<file path="config.mk">
export PLATFORM = sky130hd
export DESIGN_NAME = ccsds123_stream_ctrl
export DESIGN_NICKNAME = d
export VERILOG_FILES = /design/src/rtl/ccsds123_stream_ctrl.sv
export SDC_FILE = /design/constraint.sdc
export NUM_CORES = 1
export LEC_CHECK = 0
export ABC_AREA = 1
export BUFFER_PORTS_ARGS = -buffer_cell sky130_fd_sc_hd__buf_2
export CORE_MARGIN = 8
export CORE_UTILIZATION = 56
export DETAILED_ROUTE_END_ITERATION = 6
export PLACE_DENSITY_LB_ADDON = 0.15
export SLEW_MARGIN = 10
export SYNTH_ARGS = -nofsm -noshare
export SYNTH_HDL_FRONTEND = slang
export SYNTH_SLANG_ARGS = --single-unit
</file>
<file path="constraint.sdc">
create_clock -name clk -period 4.4 [get_ports clk]
set_clock_uncertainty 0.1 [all_clocks]
set_input_delay 0.22 -clock clk [delete_from_list [all_inputs] [get_ports clk]]
set_output_delay 0.22 -clock clk [all_outputs]
set_load 0.1 [all_outputs]
</file>
<file path="src/rtl/ccsds123_stream_ctrl.sv">
// ccsds123_stream_ctrl: batch sequencer in front of a CCSDS-123 compressor.
// Ports:
//    clk, rst                        clock, synchronous active-high reset
//    cfg_start, cfg_num_images       batch start request and image count
//    s_tdata/s_tvalid/s_tready       upstream sample stream
//    core_tdata/core_tvalid/core_tready  compressor input stream
//    core_out_tvalid/core_out_tlast  compressor output, monitored only
//    busy, done, images_done         batch status
//    err_early_last                  sticky output-tlast-while-feeding flag
module ccsds123_stream_ctrl #(
   parameter int D     = 16,
   parameter int NX    = 4,
   parameter int NY    = 2,
   parameter int NZ    = 2,
   parameter int CNT_W = 16
) (
   input  logic             clk,
   input  logic             rst,
   input  logic             cfg_start,
   input  logic [CNT_W-1:0] cfg_num_images,
   input  logic [D-1:0]     s_tdata,
   input  logic             s_tvalid,
   output logic             s_tready,
   output logic [D-1:0]     core_tdata,
   output logic             core_tvalid,
   input  logic             core_tready,
   input  logic             core_out_tvalid,
   input  logic             core_out_tlast,
   output logic             busy,
   output logic             done,
   output logic [CNT_W-1:0] images_done,
   output logic             err_early_last
);

   localparam int NS = NX * NY * NZ;
   localparam int SW = (NS > 1) ? $clog2(NS) : 1;
   localparam logic [SW-1:0]    LAST = SW'(NS - 1);
   localparam logic [SW-1:0]    SONE = SW'(1);
   localparam logic [CNT_W-1:0] ONE  = CNT_W'(1);

   typedef enum logic [1:0] {
      S_IDLE,
      S_FEED,
      S_DRAIN,
      S_DONE
   } state_t;

   state_t           state_q;
   logic [SW-1:0]    cnt_q;
   logic [CNT_W-1:0] num_q;
   logic [CNT_W-1:0] img_q;
   logic             err_q;
   logic             busy_q;
   logic             done_q;

   logic             feed;
   logic             xfer;
   logic             out_last;
   logic [CNT_W-1:0] img_inc;

   assign feed        = (state_q == S_FEED);
   assign core_tdata  = s_tdata;
   assign core_tvalid = s_tvalid & feed;
   assign s_tready    = core_tready & feed;
   assign xfer        = s_tvalid & s_tready;
   assign out_last    = core_out_tvalid & core_out_tlast;
   assign img_inc     = img_q + ONE;

   assign busy           = busy_q;
   assign done           = done_q;
   assign images_done    = img_q;
   assign err_early_last = err_q;

   always_ff @(posedge clk) begin
      if (rst) begin
         state_q <= S_IDLE;
         cnt_q   <= '0;
         num_q   <= '0;
         img_q   <= '0;
         err_q   <= 1'b0;
         busy_q  <= 1'b0;
         done_q  <= 1'b0;
      end else begin
         done_q <= 1'b0;
         unique case (state_q)
            S_IDLE: begin
               if (cfg_start) begin
                  // Any start opens a new batch, so the
                  // previous batch's status is cleared.
                  cnt_q  <= '0;
                  img_q  <= '0;
                  err_q  <= 1'b0;
                  busy_q <= 1'b1;
                  if (cfg_num_images != '0) begin
                     num_q   <= cfg_num_images;
                     state_q <= S_FEED;
                  end else begin
                     done_q  <= 1'b1;
                     state_q <= S_DONE;
                  end
               end else if (out_last) begin
                  err_q <= 1'b1;
               end
            end
            S_FEED: begin
               if (xfer) begin
                  if (cnt_q == LAST) begin
                     cnt_q   <= '0;
                     state_q <= S_DRAIN;
                  end else begin
                     cnt_q <= cnt_q + SONE;
                  end
               end
               if (out_last) begin
                  err_q <= 1'b1;
               end
            end
            S_DRAIN: begin
               if (out_last) begin
                  img_q <= img_inc;
                  if (img_inc == num_q) begin
                     done_q  <= 1'b1;
                     state_q <= S_DONE;
                  end else begin
                     state_q <= S_FEED;
                  end
               end
            end
            S_DONE: begin
               busy_q  <= 1'b0;
               state_q <= S_IDLE;
            end
         endcase
      end
   end

endmodule

</file>
# Yosys cells after proc, flatten, opt, wreduce, memory -nomap -nowiden

Index checks and enable logic that the tools add are counted.

Word-level logic and storage cells: 56
Bits in latches: 0
RAM bits: 0
Bits of input ports: 39
Bits in registers: 41
Memories kept: 0
Output and inout bits: 37
ROM bits: 0

$add $sub $neg: 2
Mux-type cells: 24
Equality and inequality tests: 9
Divide/modulo/power cells: 0
$mul: 0
Bitwise operators: 4
Reductions and logical operators: 10
Shift-type cells: 0
$lt $le $gt $ge: 0

Operator list:

| cell                    | number |
|---|---|
| $mux W16                | 2 |
| $pmux W16 S2            | 1 |
| $add A16 B1 Y16 const B | 1 |
| $eq A16 B16 Y1          | 1 |
| $reduce_bool A16 Y1     | 1 |
| $mux W2                 | 6 |
| $mux W4                 | 3 |
| $reduce_and A3 Y1       | 3 |
| $pmux W2 S4             | 1 |
| $pmux W4 S2             | 1 |
| $mux W1                 | 7 |
| $pmux W1 S2             | 3 |
| $reduce_bool A2 Y1      | 3 |
| $add A4 B1 Y4 const B   | 1 |
| $and A1 B1 Y1           | 4 |
| $eq A2 B2 Y1 const B    | 2 |
| $eq A4 B4 Y1 const B    | 1 |
| $ne A2 B1 Y1 const B    | 2 |
| $ne A2 B2 Y1 const B    | 2 |
| $reduce_and A4 Y1       | 1 |
| $eq A2 B1 Y1 const B    | 1 |
| $logic_not A2 Y1        | 1 |
| $reduce_and A2 Y1       | 1 |

# Longest topological paths before layout

Depth after elaboration: 5
Mapped depth: 14
Gate-level depth less buffers: 14

# Worst setup path after synthesis

OpenSTA, ideal clock, no wires.

Path type: register to register
From: reg state_q[0]
To: reg state_q[1]
Data required time: 4.179 ns
Stages on the path, launching flop included: 10
Setup slack: 1.606 ns
Arrival: 2.573 ns
Path through: dfxtp_1 inv_1 nor2_1 inv_1 nor2_1 nand2_1 nand2_1 nand2_1 nor3_1 a21oi_2

Cells in the longest elaborated chain, start to end: 5

RTL lines:

| element                     | line   | text |
|---|---|---|
| from (decl)                 | 48     | `state_t state_q;` |
| from (signal assigned)      | 76     | `state_q <= S_IDLE;` |
| from (signal assigned)      | 96     | `state_q <= S_FEED;` |
| from (signal assigned)      | 99     | `state_q <= S_DONE;` |
| $eq A2 B1 Y1                | 61, 85 |  |
| $and A1 B1 Y1               | 64     | `assign s_tready = core_tready & feed;` |
| $and A1 B1 Y1               | 65     | `assign xfer = s_tvalid & s_tready;` |
| $ne A2 B1 Y1 (no line)      | -      |  |
| $reduce_and A4 Y1 (no line) | -      |  |

Parallel ways exist; a longest one is shown, timed or not.
A chain may end at the register's enable or synchronous reset.

# Worst setup path after layout

From: reg state_q[1]
To: reg img_q[2], in the netlist images_done[2]

Cells in the longest elaborated chain, start to end: 3

RTL lines:

| element                                                             | line | text |
|---|---|---|
| $eq A2 B2 Y1 / $logic_not A2 Y1 (equally long branches)             | 85   | `unique case (state_q)` |
| $ne A2 B2 Y1 (no line) / $reduce_bool A2 Y1 (equally long branches) | -    |  |
| $reduce_and A3 Y1 (no line)                                         | -    |  |
| to (signal assigned)                                                | 120  | `img_q <= img_inc;` |
| to (decl)                                                           | 51   | `logic [CNT_W-1:0] img_q;` |

Parallel ways exist; a longest one is shown, timed or not.

==> reports/results.ini <==
[run_status]
status=complete, no violations

[clocking]
cts_sinks=41
ctsResizeCount=0
ctsRootBufferMaster=clkbuf_8
ctsLongestPathBuffers=2
insertion_delay_ps=290
cts_tree=yes
htree_levels=2
clkTransAtPathRegs_ps=80
postCtsHoldBufs=0
cts_setup_buffers=0
cts_buffers=5

[timing]
fin_ws_ps=1828
fin_crit_sh_pct=58.46
layout_min_cycle_time_ps=2572
finalHoldViolations=0
slew_headroom_pct=30.34
finalSetupViolCount=0
drv_slew=0
worst_pin_slew_ps=1041
max_freq_mhz=388.8
rsz0062_at_grt=no
final.setup.tns_ps=0

[setup_path]
r2r_slack_ps=1830
slowest_stage=nor2_1
cp_data_arrival_time_ps=2650
path_cells=inv_1, nor2_1, inv_1, nor2_1, nor2_2, inv_1, o21ai_0, o21ai_0, nor2_1
max_stage_delay_ps=790
critPathTopFamily=simple AND/OR/NAND/NOR gates
rr_startpoint=state_q[1]
worst-r2r-cell-count=9
required_ps=4480
worst-path-buf-inv=3
crit_fanout=17
cp-end-kind=flip-flop
critPathKind=reg2reg
crit_path_start_kind=flip-flop
r2r_end=images_done[2]

[floorplanning]
num_rows=24
core_area_um2=4324
initial_core_util_pct=57.87
die_area_um2=6863
ios=76
die_w_um=82.85
dieHeight_um=82.85

[min_path]
min_path_cells=3
min_from=cfg_num_images[12]
worstHoldEndpoint=num_q[12]
worstHoldPathType=in2reg

[routing]
finalWirelength_mm=5.998
vias_per_cell=5.214
wire_per_inst_um=12.82
ant_nets=0
num_vias=2440
initialDrtViolationCount=199
dr.pass1.iters=5
drcViolationCount=0

[grt]
grt_pass1_wl_mm=10.14
grt.total_usage_pct=16.91
grt_max_degree=30
grt_overflow_total=0
grt_pass1_vias=2189
grt_antenna_before_repair=0

[synth]
synth_largest_area_cell=dfxtp_1
ys.warnings.count=0
ys_top_cells_by_area=dfxtp_1 (33%), nand2_1 (15%), inv_1 (7.5%)
yosysTopAreaCellShare_pct=32.80
synth_cell_types=28
synth_seq_cells=41
synthArstFlopShare_pct=0
avgSynthCellArea_um2=6.400
yosysMostFrequentCell=nand2_1
synth_flop_cell=dfxtp_1
seq_area_frac_synth_pct=32.80
synth_area_um2=2502
synthTopCellsByCount=nand2_1 (100), inv_1 (50), dfxtp_1 (41), a21oi_1 (34), nand3_1 (33)
syn-num-nets=432
syn_inst=391
synth-edff-count=0

[place]
dpl.hpwl_mm=4.662
portBuffers=43
globalplace.congestion=0.9129
dpl_worst_slack_ps=1910
dp_cells=461

[cells_and_area]
multi_input_area_um2=1329
seqCellArea_um2=820.8
final_nets=457
diodes=0
fill_cells=402
syn_to_final_growth_pct=8.350
drive_above_1_share_pct=17.79
finalNonFillerCells=468

[flow_run]
drv_cap=0

[power]
p_leak_nw=1.246
vdd_drop_max_v=0.0002621
power_density_nw_per_um2=374.1

kinds of logic after synthesis:
group	count (synthesis)	synth area share (%)
AND/OR/NAND/NOR	207	38.65
buffers and inverters	77	14.10
AO/OA/AOI/OAI	63	13.10
flip-flops	41	32.80
adder cells (fa/ha/maj)	2	0.9998
XOR/XNOR	1	0.3501
routing by layer:
| layer | vias up | part of all wire [%] | track usage [%] |
|---|---|---|---|
| met5 | - | 0 | 0 |
| met4 | 0 | 0.90 | 5.591 |
| met3 | 10 | 6.8 | 3.809 |
| met2 | 81 | 41 | 24.33 |
| met1 | 1060 | 52 | 23.95 |
| li1 | 1289 | - | - |
through the flow:
step	hold slack (ps)	power [mW]	area (um^2)	util, %
global placement	340.7	0.7693	2625	60.71
finish	93.17	1.014	2711	62.70
detailed placement	340.7	0.7733	2625	60.71
floorplan	286.7	0.7770	2502	-
global route	124.9	1.075	2711	62.70
CTS	92.51	1.020	2711	62.70
worst register-to-register path, cell delays in order, from the launching register on:
cell     delay (ps)
dfxtp_1         390
inv_1           100
nor2_1          220
inv_1            90
nor2_1          790
nor2_2          350
inv_1           200
o21ai_0          90
o21ai_0          80
nor2_1           50
cell usage in the layout (no fill, tap or decap), types with 7 or more instances in the layout:
cell type  netlist  final
a21oi_1         34     34
buf_2            3     43
dfxtp_1         41     41
inv_1           50     50
nand2_1        100    100
nand2_2          9      9
nand3_1         33     33
nand4_1          7      7
nor2_1          32     32
o21ai_0         25     25
power breakdown:
| part | leakage (nW) | internal [mW] | switching, mW | total, mW |
|---|---|---|---|---|
| Sequential | 0.335 | 0.414 | 0.0317 | 0.446 |
| Clock | 0.0443 | 0.125 | 0.124 | 0.248 |
| Combinational | 0.867 | 0.0850 | 0.235 | 0.320 |
layout make-up:
type / count / area share [%]
multi-input cells: 273 / 49.01
flip-flops and latches: 41 / 30.27
repair buffers: 43 / 7.937
inverters: 52 / 7.199
clock buffers: 7 / 3.184
well taps: 52 / 2.400
how the worst max path moves through the flow:
stage | startpoint | to | slack, ps | depth (start not counted)
after global routing | state_q[1] | images_done[2] | 1630 | 9
after floorplan | state_q[0] | state_q[1] | 1610 | 9
after global placement | state_q[1] | images_done[2] | 1980 | 9
final | state_q[1] | images_done[2] | 1830 | 9
after detailed placement | state_q[1] | images_done[2] | 1910 | 9
after CTS | state_q[1] | images_done[2] | 1900 | 9
sequential cells by signal, indices dropped and copies added (netlist names):
| signal | flops |
|---|---|
| cnt_q | 4 |
| num_q | 16 |
| busy | 1 |
| done | 1 |
| images_done | 16 |
| err_early_last | 1 |
| state_q | 2 |
Power figures use the tool's default switching activity.
